===== config.mk =====
export PLATFORM = sky130hd
export DESIGN_NAME = alu_thread_sched
export DESIGN_NICKNAME = d
export VERILOG_FILES = /design/src/rtl/alu_thread_sched_pkg.sv /design/src/rtl/alu_thread_sched_rr_arbiter.sv /design/src/rtl/alu_thread_sched.sv
export SDC_FILE = /design/constraint.sdc
export NUM_CORES = 1
export LEC_CHECK = 0
export ABC_CLOCK_PERIOD_IN_PS = 1900
export BUFFER_PORTS_ARGS = -buffer_cell sky130_fd_sc_hd__buf_2
export CAP_MARGIN = 40
export CELL_PAD_IN_SITES_DETAIL_PLACEMENT = 1
export CELL_PAD_IN_SITES_GLOBAL_PLACEMENT = 2
export CORE_ASPECT_RATIO = 0.7
export CORE_MARGIN = 1.5
export CORE_UTILIZATION = 25
export DETAILED_ROUTE_END_ITERATION = 12
export PLACE_DENSITY_LB_ADDON = 0.1
export SYNTH_ARGS = -nofsm -noshare
export SYNTH_HDL_FRONTEND = slang
export SYNTH_SLANG_ARGS = --single-unit

===== constraint.sdc =====
create_clock -name clk -period 1.9 [get_ports clk]
set_input_delay 0.095 -clock clk [delete_from_list [all_inputs] [get_ports clk]]
set_output_delay 0.095 -clock clk [all_outputs]
set_load 0.05 [all_outputs]

===== src/rtl/alu_thread_sched_pkg.sv =====
// Shared types and constants for the per-thread ALU issue scheduler.
// Purely declarative: no logic, no latency, no flow control.
package alu_thread_sched_pkg;

  localparam int ADDR_LEN    = 32;
  localparam int NUM_THREADS = 4;
  localparam int TID_W       = $clog2(NUM_THREADS);
  localparam int PC_W        = ADDR_LEN - 2;

  localparam logic [PC_W-1:0] RESET_PC = '0;

  typedef logic [TID_W-1:0] thread_id_t;
  typedef logic [PC_W-1:0]  pc_t;

  typedef enum logic [1:0] {
    TS_IDLE,
    TS_READY,
    TS_WAIT_ALU,
    TS_WAIT_LSU
  } thread_state_t;

  function automatic logic state_is_busy(input thread_state_t s);
    return (s == TS_WAIT_ALU) || (s == TS_WAIT_LSU);
  endfunction

endpackage


===== src/rtl/alu_thread_sched_rr_arbiter.sv =====
// Round-robin pick of the first set request at or above ptr_i, wrapping modulo N.
// Zero latency (purely combinational); no flow control, the caller gates the grant.
module alu_thread_sched_rr_arbiter #(
  parameter int N    = 4,
  parameter int ID_W = 2
) (
  input  logic [N-1:0]    elig_i,
  input  logic [ID_W-1:0] ptr_i,
  output logic            grant_valid_o,
  output logic [ID_W-1:0] grant_id_o
);

  logic [ID_W-1:0] idx;

  // N is a power of two, so the ID_W-bit add wraps exactly at N.
  always_comb begin
    grant_valid_o = 1'b0;
    grant_id_o    = '0;
    idx           = '0;
    for (int k = 0; k < N; k++) begin
      idx = ptr_i + ID_W'(k);
      if (!grant_valid_o && elig_i[idx]) begin
        grant_valid_o = 1'b1;
        grant_id_o    = idx;
      end
    end
  end

endmodule


===== src/rtl/alu_thread_sched.sv =====
// Per-thread issue scheduler sharing one ALU: holds thread PCs/states, issues one ready thread per cycle round-robin.
// Issue is zero-latency from registered state; alu_stall suppresses issue while completions keep retiring.
module alu_thread_sched #(
  parameter int              NUM_THREADS = alu_thread_sched_pkg::NUM_THREADS,
  parameter int              TID_W       = alu_thread_sched_pkg::TID_W,
  parameter int              PC_W        = alu_thread_sched_pkg::PC_W,
  parameter logic [PC_W-1:0] RESET_PC    = alu_thread_sched_pkg::RESET_PC
) (
  input  logic                   clk,
  input  logic                   rst,
  input  logic [NUM_THREADS-1:0] thread_en,
  input  logic [NUM_THREADS-1:0] inst_valid,
  input  logic [NUM_THREADS-1:0] inst_is_mem,
  input  logic                   alu_stall,
  output logic                   issue_valid,
  output logic [TID_W-1:0]       issue_tid,
  output logic [PC_W-1:0]        issue_pc,
  output logic [NUM_THREADS-1:0] inst_ack,
  input  logic                   alu_done_valid,
  input  logic [TID_W-1:0]       alu_done_tid,
  input  logic [PC_W-1:0]        alu_new_pc,
  input  logic                   lsu_done_valid,
  input  logic [TID_W-1:0]       lsu_done_tid,
  output logic [NUM_THREADS-1:0] thread_busy,
  output logic                   err
);

  import alu_thread_sched_pkg::*;

  thread_state_t          state_q [NUM_THREADS];
  thread_state_t          state_d [NUM_THREADS];
  logic [PC_W-1:0]        pc_q    [NUM_THREADS];
  logic [PC_W-1:0]        pc_d    [NUM_THREADS];
  logic [TID_W-1:0]       rr_ptr_q, rr_ptr_d;
  logic                   err_q, err_d;

  logic [NUM_THREADS-1:0] eligible;
  logic [NUM_THREADS-1:0] granted;
  logic [NUM_THREADS-1:0] alu_hit;
  logic [NUM_THREADS-1:0] lsu_hit;
  logic                   grant_vld;
  logic [TID_W-1:0]       grant_id;

  always_comb begin
    eligible    = '0;
    alu_hit     = '0;
    lsu_hit     = '0;
    thread_busy = '0;
    for (int i = 0; i < NUM_THREADS; i++) begin
      eligible[i]    = (state_q[i] == TS_READY) && inst_valid[i] && thread_en[i];
      alu_hit[i]     = alu_done_valid && (alu_done_tid == TID_W'(i));
      lsu_hit[i]     = lsu_done_valid && (lsu_done_tid == TID_W'(i));
      thread_busy[i] = state_is_busy(state_q[i]);
    end
  end

  alu_thread_sched_rr_arbiter #(
    .N    (NUM_THREADS),
    .ID_W (TID_W)
  ) u_rr_arbiter (
    .elig_i        (eligible),
    .ptr_i         (rr_ptr_q),
    .grant_valid_o (grant_vld),
    .grant_id_o    (grant_id)
  );

  assign issue_valid = grant_vld && !alu_stall;
  assign issue_tid   = grant_id;
  assign issue_pc    = pc_q[grant_id];

  always_comb begin
    granted = '0;
    if (issue_valid) granted[grant_id] = 1'b1;
  end

  assign inst_ack = granted;
  assign err      = err_q;

  always_comb begin
    rr_ptr_d = rr_ptr_q;
    if (issue_valid) rr_ptr_d = grant_id + TID_W'(1);
  end

  // Completions that don't match the thread's state are dropped but flagged.
  always_comb begin
    err_d = err_q;
    for (int i = 0; i < NUM_THREADS; i++) begin
      state_d[i] = state_q[i];
      pc_d[i]    = pc_q[i];
      case (state_q[i])
        TS_IDLE: begin
          if (thread_en[i]) state_d[i] = TS_READY;
          if (alu_hit[i] || lsu_hit[i]) err_d = 1'b1;
        end
        TS_READY: begin
          if (granted[i]) begin
            state_d[i] = inst_is_mem[i] ? TS_WAIT_LSU : TS_WAIT_ALU;
          end else if (!thread_en[i]) begin
            state_d[i] = TS_IDLE;
          end
          if (alu_hit[i] || lsu_hit[i]) err_d = 1'b1;
        end
        TS_WAIT_ALU: begin
          if (alu_hit[i]) begin
            pc_d[i]    = alu_new_pc;
            state_d[i] = thread_en[i] ? TS_READY : TS_IDLE;
          end
          if (lsu_hit[i]) err_d = 1'b1;
        end
        TS_WAIT_LSU: begin
          // The ALU leg only resolves the PC; the LSU leg releases the thread.
          if (alu_hit[i]) pc_d[i] = alu_new_pc;
          if (lsu_hit[i]) state_d[i] = thread_en[i] ? TS_READY : TS_IDLE;
        end
        default: state_d[i] = TS_IDLE;
      endcase
    end
  end

  always_ff @(posedge clk or negedge rst) begin
    if (!rst) begin
      for (int i = 0; i < NUM_THREADS; i++) begin
        state_q[i] <= TS_IDLE;
        pc_q[i]    <= RESET_PC;
      end
      rr_ptr_q <= '0;
      err_q    <= 1'b0;
    end else begin
      for (int i = 0; i < NUM_THREADS; i++) begin
        state_q[i] <= state_d[i];
        pc_q[i]    <= pc_d[i];
      end
      rr_ptr_q <= rr_ptr_d;
      err_q    <= err_d;
    end
  end

endmodule


Yosys cells after proc, flatten, opt, wreduce, memory -nomap -nowiden
Cells that the tools add are included.
- magnitude comparators: 7
- $mul: 0
- reduce and logical (&&, ||, !) cells: 55
- $add $sub $neg: 4
- shift operators: 0
- divide/modulo/power cells: 0
- bitwise gates (word level): 1
- mux-type cells: 66
- eq/ne operators: 34
- operators by type and width (cell ; number):
    30-bit binary-select mux with 2-bit select ; 1
    30-bit two-way mux ; 2
    2-bit two-way mux ; 24
    2-bit one-hot mux with 4 select lines ; 4
    1-bit two-way mux ; 25
    2-bit equality test (second input constant) ; 12
    2-bit inequality test (second input constant) ; 12
    1-bit logical AND ; 21
    4-bit AND reduction ; 4
    2-bit OR reduction ; 8
    2-bit by 3-bit less-than comparator with 1-bit output (second input constant) ; 5
    2-bit by 1-bit equality test with 1-bit output (second input constant) ; 6
    2-bit zero test ; 6
    3-bit inequality test (second input constant) ; 4
    1-bit binary-select mux with 2-bit select ; 4
    1-bit logical OR ; 8
    1-bit one-hot mux with 2 select lines ; 4
    2-bit AND reduction ; 4
    2-bit by 1-bit adder with 2-bit output (second input constant) ; 2
    2-bit adder (second input constant) ; 2
    1-bit zero test ; 4
    4-bit two-way mux ; 1
    3-bit >= comparator (second input constant) ; 1
    2-bit inverter with 3-bit output ; 1
    other kinds (2) ; 2
- bits in read-only memories: 0
- input port bits: 51
- latch bits: 0
- output and inout port bits: 42
- memory bits (writable): 0
- memories kept: 0
- register bits after elaboration: 131

Logic depth before layout (Yosys ltp)
Gate-level depths: netlist of run 1.
- depth in word-level cells: 22
- depth in mapped cells: 8

By module
Synthesis of run 1 repeated with hierarchy kept, for this count alone.
- cells, all modules: 407
- area, all modules: 6078.3 um^2
- modules (own cells, without submodules) (module ; cells an instance ; seq. area each (um^2) ; times used ; area each (um^2)):
    alu_thread_sched ; 392 ; 3278.1 ; 1 ; 6000.8
    alu_thread_sched_rr_arbiter ; 15 ; 0.0 ; 1 ; 77.6

Worst setup path after synthesis of run 1
OpenSTA, ideal clock, no wires.
- kind: register -> output
- start point: reg state_q[3] (netlist bit)
- end point: out issue_pc[10]
- arrival time: 2.465 ns
- path slack: -0.660 ns
- required time: 1.805 ns
- stages on the path, launching flop included: 8
- buffers on the path: 2
- cells stage by stage: dfrtp_1 buf_6 and4b_1 o211a_1 o22ai_2 inv_2 buf_2 mux2i_1
- word-level cells in the longest chain between the ends: 19
- elaborated cells between the ends (all ways): 28
- those cells by class: eq/ne (1); mux (18); bitwise (1); reduce/logical (8)
- ends and longest elaborated chain (item ; RTL line ; text):
    start: declaration ; alu_thread_sched.sv:30 ; thread_state_t state_q [NUM_THREADS];
    start signal: indexed assignment ; alu_thread_sched.sv:130 ; state_q[i] <= state_d[i];
    2-bit by 1-bit equality test with 1-bit output (*) ; alu_thread_sched.sv:50 ; eligible[i] = (state_q[i] == TS_READY) && inst_valid[i] && thread_en[i];
    1-bit logical AND (*) (2 in series) ; alu_thread_sched.sv:50 ;
    1-bit binary-select mux with 2-bit select ; alu_thread_sched_rr_arbiter.sv:22 ; if (!grant_valid_o && elig_i[idx]) begin
    1-bit two-way mux (not written as such) ; alu_thread_sched_rr_arbiter.sv:22 ;
    1-bit two-way mux ; alu_thread_sched_rr_arbiter.sv:22 ;
    1-bit zero test ; alu_thread_sched_rr_arbiter.sv:22 ;
    1-bit logical AND ; alu_thread_sched_rr_arbiter.sv:22 ;
    1-bit two-way mux ; alu_thread_sched_rr_arbiter.sv:22 ;
    [2 not listed] ; - ;
    1-bit two-way mux ; alu_thread_sched_rr_arbiter.sv:22 ;
    1-bit zero test ; alu_thread_sched_rr_arbiter.sv:22 ;
    1-bit logical AND ; alu_thread_sched_rr_arbiter.sv:22 ;
    2-bit two-way mux (*) ; alu_thread_sched_rr_arbiter.sv:22 ;
    via issue_tid[1] ; alu_thread_sched.sv:16 ; output logic [TID_W-1:0] issue_tid,
    2-bit inverter with 3-bit output (not written as such) (*) ; alu_thread_sched.sv:69 ; assign issue_pc = pc_q[grant_id];
    30-bit binary-select mux with 2-bit select (*) ; alu_thread_sched.sv:69 ;
    30-bit two-way mux (not written as such) (*) (2 in series) ; alu_thread_sched.sv:69 ;
    end: declaration ; alu_thread_sched.sv:17 ; output logic [PC_W-1:0] issue_pc,
Mark *: on every way through the listed nets, which the timed path passes. The rest lies on a longest branch. The select of a mux whose other input is x is not followed.

Worst setup path in the final report of run 1
- start point: reg state_q[6] (netlist bit)
- end point: out issue_pc[21]
- word-level cells in the longest chain between the ends: 19
- elaborated cells between the ends (all ways): 28
- those cells by class: eq/ne (1); mux (18); bitwise (1); reduce/logical (8)
- ends and longest elaborated chain (item ; RTL line):
    2-bit by 1-bit equality test with 1-bit output (*) ; alu_thread_sched.sv:50
    1-bit logical AND (*) (2 in series) ; alu_thread_sched.sv:50
    1-bit binary-select mux with 2-bit select ; alu_thread_sched_rr_arbiter.sv:22
    1-bit two-way mux (not written as such) ; alu_thread_sched_rr_arbiter.sv:22
    1-bit two-way mux ; alu_thread_sched_rr_arbiter.sv:22
    1-bit zero test ; alu_thread_sched_rr_arbiter.sv:22
    1-bit logical AND ; alu_thread_sched_rr_arbiter.sv:22
    1-bit two-way mux ; alu_thread_sched_rr_arbiter.sv:22
    1-bit zero test ; alu_thread_sched_rr_arbiter.sv:22
    1-bit logical AND ; alu_thread_sched_rr_arbiter.sv:22
    1-bit two-way mux ; alu_thread_sched_rr_arbiter.sv:22
    1-bit zero test ; alu_thread_sched_rr_arbiter.sv:22
    1-bit logical AND ; alu_thread_sched_rr_arbiter.sv:22
    2-bit two-way mux (*) ; alu_thread_sched_rr_arbiter.sv:22
    2-bit inverter with 3-bit output (not written as such) (*) ; alu_thread_sched.sv:69
    30-bit binary-select mux with 2-bit select (*) ; alu_thread_sched.sv:69
    30-bit two-way mux (not written as such) (*) (2 in series) ; alu_thread_sched.sv:69
Mark *: on every way between the ends. The rest lies on a longest branch, timed or not. The select of a mux whose other input is x is not followed.

==> results of run 1 <==
[metrics by stage]
stage          instances  TNS, ns  power, W  setup slack, ns  cell area, um2
6_report             992   -22.23    0.0160           -0.638           10200
3_3_place_gp         901    -6.72    0.0106           -0.272            8020
5_1_grt              991   -26.54    0.0168           -0.730           10200
3_5_place_dp         901    -8.26    0.0108           -0.340            8020
4_1_cts              975   -22.72    0.0157           -0.646            9860
2_1_floorplan        469    -1.69   0.00934          -0.0643            6940
[flip-flops by register name (all words and copies together), names as in the netlist]
register	flops
err	1
pc_q	120
rr_ptr_q	2
state_q	8
[power by group through the flow]
stage	sequential (W)	clock, W	combinational, W
after detailed placement	0.00449	0	0.00627
final	0.00478	0.00341	0.00786
after global placement	0.00441	0	0.00614
after floorplan	0.00432	0	0.00502
after global routing	0.00493	0.00364	0.00827
after CTS	0.00473	0.00353	0.00748
[critical path, delay by kind of cell (launching register included)]
kind                   cells  cell delay [ns]
muxes                      2             0.34
AOI/OAI and AO/OA          2             0.36
DFF                        1             0.39
and+or+nand+nor            1             0.26
buffers and inverters      4             0.65
[worst max path at each step]
stage | startpoint | depth (start not counted) | endpoint
after floorplan | state_q[3] | 7 | issue_pc[10]
after global placement | state_q[3] | 7 | issue_pc[18]
after detailed placement | state_q[7] | 8 | issue_pc[12]
after CTS | state_q[5] | 9 | issue_pc[12]
after global routing | state_q[7] | 9 | issue_pc[2]
final | state_q[6] | 9 | issue_pc[21]
[metal layers]
metal  GRT usage, %  up-vias  routed length (um)
li1               -     2102                   -
met1           20.3     2384                9370
met2           23.9       61                8760
met3           3.75       14                 591
met4           4.13        0                 218
met5              0        -                   0
[layout by cell type, fill, tap and decap left out, types with 3 or more instances in the layout]
master / count
dfrtp_1: 131
nand4b_1: 3
o21ai_0: 6
mux2_1: 14
bufinv_16: 3
nand2_2: 4
nand2_1: 8
buf_6: 42
mux2_2: 107
clkinv_2: 4
mux2i_4: 71
buf_16: 6
nor2_1: 6
dlygate4sd3_1: 31
a21oi_1: 10
buf_2: 54
nor3b_1: 3
buf_8: 8
clkbuf_16: 18
clkinvlp_4: 3
inv_1: 5
mux2i_2: 19
clkinv_4: 4
and3_4: 4
buf_12: 14
a21o_1: 5
buf_4: 41
[cell families (layout without fill, tap and decap cells)]
family                 after synthesis  in the layout  share of synthesized area (%)
AO/OA/AOI/OAI                       40             40                           4.57
AND/OR/NAND/NOR                     46             46                           4.72
multiplexers                       211            211                           35.1
XOR/XNOR                             1              1                          0.136
flip-flops                         131            131                           50.9
other                                0              1                              0
buffers and inverters               40            237                           4.53
[final cells by class]
| type | count | area (um2) | area share [%] |
|---|---|---|---|
| tap | 325 | 407 | 3.97 |
| clock inverter | 13 | 159 | 1.55 |
| inverter | 7 | 43.8 | 0.428 |
| timing repair buffer | 198 | 1960 | 19.1 |
| sequential | 131 | 3280 | 32.0 |
| clock buffer | 19 | 453 | 4.43 |
| multi-input combinational | 298 | 3930 | 38.4 |
| antenna | 1 | 2.50 | 0.0244 |
[cell usage after synthesis, drive strengths merged (3+ instances only)]
| library cell | number | share of area (%) |
|---|---|---|
| nor2 | 6 | 0.35 |
| buf | 18 | 3.2 |
| clkbuf | 15 | 0.89 |
| dfrtp | 131 | 51 |
| o21ai | 7 | 0.54 |
| inv | 7 | 0.45 |
| nand2 | 12 | 0.70 |
| mux2 | 121 | 21 |
| a21o | 5 | 0.58 |
| and4b | 3 | 0.47 |
| a21oi | 12 | 0.93 |
| nand4b | 4 | 0.78 |
| and3 | 5 | 0.80 |
| mux2i | 90 | 14 |
| nor3b | 3 | 0.35 |
[repair_timing]
action	CTS	global route
buffers inserted	7	17
cloned	4	1
pin swaps	2	4
hold buffers	31	0
hold endpoints to repair	172	0
endpoints found under the setup margin	45	46
resized for setup	162	49
==> qor.csv, run 1 <==
stage,metric,value,unit
timing,unrepaired setup endpoints after global routing,true,
power,peak supply drop,1100,uV
cts,Inserted Clock Buffers,17,
synthesis,Yosys cell types,47,
cts,clk sink count,131,
timing,fin. max-slew vios,0,
placement,Post-DP HPWL,12300,um
die,FP Rows,48,
route,Initial DRT Pass Iterations,4,
route,drt via density,4.60,
synthesis,asr flop ratio synth,100,%
timing,post-route setup slack,-0.638,ns
cts,CTS Buffer Depth,2,
timing,Max Clock Skew,0.00565,ns
setup_path,RR Startpoint,state_q[3],
run_status,failing checks,setup timing,
synthesis,Avg Inst Size Synth,13.7,um2
grt,first-pass GRT wire length,29700,um
die,core region area,25000,um2
power,Logic pwr share,49.0,%
route,Post-DRT Antenna Nets,0,
worst_hold_path,worst hold endpoint,state_q[0],
setup_path,CP max FO,8,
power,sequential power share,29.8,%
setup_path,cell count of the worst reg-to-reg path,12,
timing,slew margin rel.,63.1,%
die,Die Ht,137,um
placement,placer congestion estimate,0.726,
setup_path,CP max-delay cell,dfrtp_1,
power,Leak Pwr,4.42,nW
synthesis,Mapped Nets,520,
power,Sw Ratio,38.0,%
grt,initial antenna violation count,1,
setup_path,crit path kind,flip-flop to output pin,
power,clock power share,21.2,%
run_status,status,"finished, violations left",
layout,layout cells sized above 1,63.4,%
route,total number of vias,4561,
synthesis,Syn. warnings,0,
timing,final hold violation count,0,
synthesis,Cells after Synth,469,
cts,H-tree levels,4,
worst_hold_path,hold depth,3,
die,Die Width,195,um
setup_path,crit end category,output pin,
layout,# fillers,2516,
cts,clock slew at reported path FFs,0.06,ns
worst_hold_path,min-delay src,thread_en[3],
setup_path,type of origin of the critical path,flip-flop,
setup_path,critical path's largest stage delay,0.39,ns
synthesis,Synth Flop Type,dfrtp_1,
timing,fmax,0.394,GHz
grt,total grt overflow,0,
timing,Tmin final,2.54,ns
setup_path,CP required,1.80,ns
setup_path,Worst R2R End,state_q[0],
route,Routed WL,18900,um
route,Avg WL per Cell,19.1,um
power,Sw Pwr,0.00610,W
flow_run,Max Cap Viol,0,
die,die area,26700,um2
synthesis,"Seq/Total Area, Yosys",50.9,%
timing,Slew @ Worst Pin,0.553,ns
synthesis,Syn Std Cell Area,6440,um2
synthesis,Yosys reg bits,131,
power,Int Pwr,0.00994,W
die,Ports,93,
layout,Final Util,41.0,%
cts,latest clock arrival within the worst-skew pair,0.42,ns
power,cell area power density,1570,nW/um2
grt,Total GRT Usage,15.0,%
route,initial DRC count,160,
worst_hold_path,min-delay worst type,primary input to flip-flop,
layout,synthesis-to-layout area growth,58.9,%
timing,endpoints failing setup,45,
setup_path,CP most frequent cell,buf_12,
cts,CTS tree,built,
synthesis,Post-synth EDFFs,0,
cts,CTS root buf,clkbuf_16,
grt,largest net degree at the start of global routing,55,
timing,Final Hold Slack,0.0269,ns
setup_path,crit path cell chain,and4b_2 > a22oi_2 > o221ai_4 > buf_12 > buf_12 > buf_16 > mux2i_2 > mux2i_4 > buf_6,
placement,number of I/O port buffers,92,
route,DRC viols,0,
die,Starting Density,25.8,%
grt,vias in the first global route,4975,
setup_path,Arrival @ worst endpoint,2.44,ns
timing,final worst-path cycle share,134,%
setup_path,FF-to-FF setup slack,-0.46,ns
layout,final-stage net count,704,
Note: power is estimated with default switching activity, not from simulation.
==> run 2: changes to the inputs <==
REMOVE_ABC_BUFFERS = 1   (was not set)
==> run 2 against run 1 <==
  * The run still ends with setup timing left
  * Largest power group unchanged
  * Critical endpoint unchanged
  * Final area decreased by 11%
  * Register-to-register slack improved by 0.37 ns
  * Wire length decreased by 3.8%
  * Cell count decreased by 1.6%
  * Sequential share of layout area increased by 3.9 points
  * Via count decreased by 3.0%
  * Count of clock-buffer cells in the layout increased by 4
  * Global-route usage decreased by 0.26 points
  * Flip-flop and latch count unchanged
  * Critical path depth unchanged
  * First-iteration DRC count decreased by 33%
==> qor.csv, run 2 (synthesis results as in run 1) <==
stage,metric,value,unit,change
grt,Total GRT Usage,14.7,%,-0.26 points
timing,Tmin final,2.50,ns,-0.0354 ns
die,die area,26700,um2,unchanged
grt,initial antenna violation count,1,,unchanged
timing,post-route setup slack,-0.602,ns,+0.0354 ns
route,wire length on met2,8510,um,-2.9%
setup_path,critical path's largest stage delay,0.39,ns,about the same
die,Die Ht,137,um,unchanged
power,peak supply drop,666,uV,-40%
timing,slew margin rel.,68.3,%,+5.1 points
placement,placer congestion estimate,0.695,,-4.2%
route,initial DRC count,107,,-33%
layout,max FFs per register,120,,unchanged
grt,first-pass GRT wire length,29600,um,-0.30%
cts,clk sink count,131,,unchanged
setup_path,CP required,1.80,ns,about the same
die,core region area,25000,um2,unchanged
timing,final worst-path cycle share,132,%,-1.9 points
flow_run,Max Cap Viol,0,,unchanged
route,Initial DRT Pass Iterations,4,,unchanged
die,Starting Density,25.8,%,unchanged
cts,clock slew at reported path FFs,0.06,ns,about the same
die,FP Rows,48,,unchanged
layout,post-route insts no fill,976,,-1.6%
cts,Inserted Clock Buffers,17,,unchanged
placement,placed cell count,899,,-0.22%
power,Leak Pwr,4.37,nW,-1.2%
placement,number of I/O port buffers,92,,unchanged
layout,"commonest non-fill, non-tap cells in the layout","dfrtp_1, mux2_2, mux2i_1, buf_2, buf_4",,
timing,unrepaired setup endpoints after global routing,true,,
route,wl on met1,8890,um,-5.2%
route,Top Metal Used,met4,,
setup_path,crit end category,output pin,,
cts,H-tree levels,4,,unchanged
layout,synthesis-to-layout area growth,41.7,%,
run_status,status,"finished, violations left",,
cts,CTS root buf,clkbuf_16,,
timing,fin. max-slew vios,0,,unchanged
setup_path,CP max FO,11,,+3
grt,largest net degree at the start of global routing,47,,-15%
grt,vias in the first global route,5087,,+2.3%
power,cell area power density,1520,nW/um2,-3.1%
setup_path,crit path kind,flip-flop to output pin,,
setup_path,CP most frequent cell,buf_4,,
setup_path,crit path cell chain,buf_4 > nand4b_4 > o211a_1 > o22ai_2 > inv_4 > buf_12 > buf_6 > mux2i_1 > buf_4,,
layout,Final Util,36.5,%,-4.4 points
layout,top flop regs,"pc_q: 120 flops, state_q: 8 flops, rr_ptr_q: 2 flops",,
setup_path,Arrival @ worst endpoint,2.41,ns,-0.03 ns
placement,Post-DP HPWL,12200,um,-1.3%
setup_path,Crit path buffers/inverters,5,,+1
timing,Max Clock Skew,0.00758,ns,+0.00194 ns
layout,Top reg by flops,pc_q,,
cts,latest clock arrival within the worst-skew pair,0.42,ns,about the same
route,DRC viols,0,,unchanged
setup_path,CP max-delay cell,dfrtp_1,,
die,Ports,93,,unchanged
grt,total grt overflow,0,,unchanged
timing,endpoints failing setup,41,,-8.9%
route,total number of vias,4423,,-3.0%
route,Routed WL,18200,um,-3.8%
route,Post-DRT Antenna Nets,0,,unchanged
setup_path,CP top delay family,buffers and inverters,,
setup_path,type of origin of the critical path,flip-flop,,
layout,"most common cell after layout, fill and taps aside",dfrtp_1,,
cts,CTS tree,built,,
timing,fmax,0.400,GHz,+1.4%
run_status,failing checks,setup timing,,
route,drt via density,4.53,,-1.4%
timing,Slew @ Worst Pin,0.476,ns,-0.0766 ns
route,Avg WL per Cell,18.7,um,-2.3%
die,Die Width,195,um,unchanged
worst_hold_path,min-delay worst type,primary input to flip-flop,,
layout,final-stage net count,690,,-2.0%
route,met3 WL,639,um,+8.1%
timing,final hold violation count,0,,unchanged
cts,CTS Buffer Depth,2,,unchanged
layout,layout cells sized above 1,52.3,%,-11 points
run 2: final cells by class:
class / count / area (um2)
Inverter: 7 / 41.3
Timing Repair Buffer: 184 / 1720
Tap cell: 325 / 407
Multi-Input combinational cell: 298 / 3160
Fill cell: 2613 / 15900
Clock inverter: 7 / 60.1
Clock buffer: 23 / 458
Sequential cell: 131 / 3280
Antenna cell: 1 / 2.50
run 2: stage by stage:
stage / setup TNS [ns] / total power [W] / setup WS (ns) / hold WS (ns) / instance area (um2)
final: -18.25 / 0.0139 / -0.602 / 0.0161 / 9130
after floorplan: -144.10 / 0.00801 / -3.00 / -0.201 / 6180
after global routing: -22.86 / 0.0147 / -0.708 / 0.0172 / 9130
after global placement: -4.83 / 0.00979 / -0.229 / 0.0583 / 7660
after CTS: -20.83 / 0.0138 / -0.659 / 0.00752 / 8980
after detailed placement: -6.60 / 0.00995 / -0.272 / 0.0668 / 7660
run 2: path summary, 6_finish.rpt:
kind / startpoint / to / slack (ns) / cells after the start
max in group asynchronous: rst / pc_q[94] / 1.08 / 3
worst max-delay path: state_q[7] / issue_pc[21] / -0.60 / 9
worst max register to register: state_q[3] / state_q[4] / -0.09 / 9
worst min-delay path: thread_en[3] / state_q[0] / 0.02 / 3
worst min register to register: pc_q[100] / pc_q[100] / 0.49 / 1
min in group asynchronous: rst / pc_q[90] / 0.17 / 2
run 2: what timing repair did:
item	CTS	global route
pin swaps	3	4
setup endpoints to repair	45	46
resized for setup	93	29
hold buffers	31	0
gates cloned	3	0
setup buffers	9	5
hold endpoints to repair	164	0
run 2: per-layer routing:
metal  track usage, %  vias up
met1             19.5     2302
met2             24.1       53
met5                0        -
li1                 -     2054
met4             4.26        0
met3             3.57       14
run 2: where the power goes:
group | switching, W | leakage [nW] | internal (W) | total, W
combinational | 0.00342 | 2.42 | 0.00300 | 0.00641
clock | 0.00117 | 0.260 | 0.00180 | 0.00297
sequential | 0.000636 | 1.69 | 0.00385 | 0.00448
total | 0.00522 | 4.37 | 0.00864 | 0.0139
run 2: worst reg2reg max path, delay by kind of cell, from the launching register on:
family	cells	cell delay, ns
flops	1	0.39
simple gates	3	0.60
buf+inv	4	0.51
compound gates	2	0.42
==> run 3: changes to the inputs <==
MAX_ROUTING_LAYER = met4   (was not set)
==> run 3 against run 2 <==
  * The flow still finishes with violations (setup timing)
  * Worst hold slack better by 0.0030 ns
  * First-iteration DRC count is 18% higher
  * Count of clock-buffer cells in the layout stayed put
  * Sequential power hardly changed
  * Utilization stayed put
  * Largest power group unchanged
  * Highest routed layer unchanged
==> qor.csv, run 3 (synthesis results as in run 1) <==
stage,metric,value,unit,change
cts,CTS root buf,clkbuf_16,,
die,Die Ht,137,um,unchanged
timing,final hold violation count,0,,unchanged
power,Leak Pwr,4.37,nW,about the same
placement,Setup WS pre-CTS,-0.272,ns,unchanged
grt,most used routing layer,met2,,
cts,CTS Buffer Depth,2,,unchanged
layout,synthesis-to-layout area growth,41.7,%,unchanged
layout,max FFs per register,120,,unchanged
timing,Max Clock Skew,0.00756,ns,-0.0000266 ns
grt,met3 Use GR,3.38,%,-0.20 points
layout,"most common cell after layout, fill and taps aside",dfrtp_1,,
run_status,failing checks,setup timing,,
setup_path,crit path kind,flip-flop to output pin,,
cts,latest clock arrival within the worst-skew pair,0.42,ns,about the same
grt,Total GRT Usage,15.2,%,+0.43 points
route,Routed WL,18200,um,about the same
grt,vias in the first global route,5089,,+0.039%
route,total number of vias,4444,,+0.47%
layout,# fillers,2617,,+0.15%
placement,number of I/O port buffers,92,,unchanged
die,FP Rows,48,,unchanged
layout,final-stage net count,690,,unchanged
route,Post-DRT Antenna Nets,0,,unchanged
grt,first-pass GRT wire length,29600,um,about the same
timing,post-route setup slack,-0.593,ns,+0.00965 ns
layout,Top reg by flops,pc_q,,
grt,initial antenna violation count,1,,unchanged
power,cell area power density,1520,nW/um2,about the same
flow_run,Max Cap Viol,0,,unchanged
cts,H-tree levels,4,,unchanged
layout,area of the multi-input gates,3160,um2,unchanged
setup_path,Arrival @ worst endpoint,2.40,ns,about the same
cts,clock slew at reported path FFs,0.06,ns,about the same
cts,clk sink count,131,,unchanged
die,die area,26700,um2,unchanged
setup_path,CP max FO,13,,+2
cts,Inserted Clock Buffers,17,,unchanged
setup_path,CP required,1.80,ns,about the same
layout,layout cells sized above 1,52.3,%,unchanged
timing,fin. max-slew vios,0,,unchanged
setup_path,CP top delay family,buffers and inverters,,
route,Avg WL per Cell,18.7,um,about the same
die,core region area,25000,um2,unchanged
run_status,status,"finished, violations left",,
route,DRC viols,0,,unchanged
grt,met2 global-route usage,24.2,%,+0.080 points
grt,met1 Use GR,19.5,%,+0.031 points
timing,unrepaired setup endpoints after global routing,true,,
layout,"commonest non-fill, non-tap cells in the layout","dfrtp_1, mux2_2, mux2i_1, buf_2, buf_4",,
die,Ports,93,,unchanged
timing,Tmin final,2.49,ns,-0.00965 ns
worst_hold_path,min-delay worst type,primary input to flip-flop,,
layout,sequential cell area,3280,um2,unchanged
placement,Post-DP HPWL,12200,um,unchanged
setup_path,crit path cell chain,and4b_2 > nand2_2 > o221ai_4 > buf_4 > buf_12 > mux2i_2 > mux2i_4 > buf_6,,
timing,fmax,0.401,GHz,+0.39%
setup_path,crit end category,output pin,,
setup_path,Crit path buffers/inverters,3,,-2
setup_path,type of origin of the critical path,flip-flop,,
grt,total grt overflow,0,,unchanged
setup_path,critical path's largest stage delay,0.39,ns,about the same
power,peak supply drop,665,uV,about the same
setup_path,CP max-delay cell,dfrtp_1,,
timing,setup TNS,-17.98,ns,+0.265 ns
route,Initial DRT Pass Iterations,4,,unchanged
layout,top flop regs,"pc_q: 120 flops, state_q: 8 flops, rr_ptr_q: 2 flops",,
route,drt via density,4.55,,+0.47%
cts,CTS tree,built,,
timing,endpoints failing setup,40,,-2.4%
timing,Slew @ Worst Pin,0.468,ns,-0.00805 ns
route,initial DRC count,126,,+18%
timing,final worst-path cycle share,131,%,-0.51 points
timing,slew margin rel.,68.8,%,+0.54 points
placement,placer congestion estimate,0.703,,+1.1%
grt,largest net degree at the start of global routing,47,,unchanged
die,Die Width,195,um,unchanged
die,Starting Density,25.8,%,unchanged
==> run 3: where the power goes <==
| group | leakage [nW] | switching (W) | total [W] | internal, W |
|---|---|---|---|---|
| combinational | 2.42 | 0.00341 | 0.00641 | 0.00300 |
| sequential | 1.69 | 0.000639 | 0.00448 | 0.00385 |
| clock | 0.260 | 0.00117 | 0.00297 | 0.00180 |
| total | 4.37 | 0.00522 | 0.0139 | 0.00864 |
==> run 3: tightest hold or removal path: stages <==
cell and delay [ns]:
buf_2 0.11, a21oi_1 0.05, a211oi_2 0.13
==> run 3: per-stage QoR <==
stage,utilization (%),area [um2],power [W],instances,hold WS (ns)
finish,36.5,9130,0.0139,976,0.0191
global route,36.5,9130,0.0147,976,0.0172
CTS,35.9,8980,0.0138,971,0.00752
detailed placement,30.6,7660,0.00995,899,0.0668
global placement,30.6,7660,0.00979,899,0.0583
floorplan,-,6180,0.00801,436,-0.201
==> run 3: cell type report <==
type / instances / area share (%)
Antenna cell: 1 / 0.0274
Clock buffer: 23 / 5.02
Clock inverter: 7 / 0.658
Inverter: 7 / 0.452
Multi-Input combinational cell: 298 / 34.6
Sequential cell: 131 / 35.9
Tap cell: 325 / 4.46
Timing Repair Buffer: 184 / 18.8
==> run 3: per-layer routing <==
layer | vias up | wire [um]
li1 | 2063 | -
met1 | 2313 | 8860
met2 | 56 | 8570
met3 | 12 | 602
met4 | 0 | 178
met5 | - | 0
==> run 3: final timing paths <==
check	startpoint	to	slack (ns)	depth (start not counted)
max in group asynchronous	rst	pc_q[6]	1.08	3
min	thread_en[3]	state_q[0]	0.02	3
max	state_q[3]	issue_pc[11]	-0.59	8
min reg2reg	pc_q[100]	pc_q[100]	0.49	1
min in group asynchronous	rst	pc_q[7]	0.18	2
max reg2reg	state_q[3]	state_q[4]	-0.09	9
==> run 3: repair_timing <==
action	4_1_cts	5_1_grt
gates cloned	3	0
pin swaps	3	4
buffers inserted	9	5
hold buffers	31	0
hold endpoints to repair	164	0
setup endpoints to repair	45	46
gates resized for setup	93	29
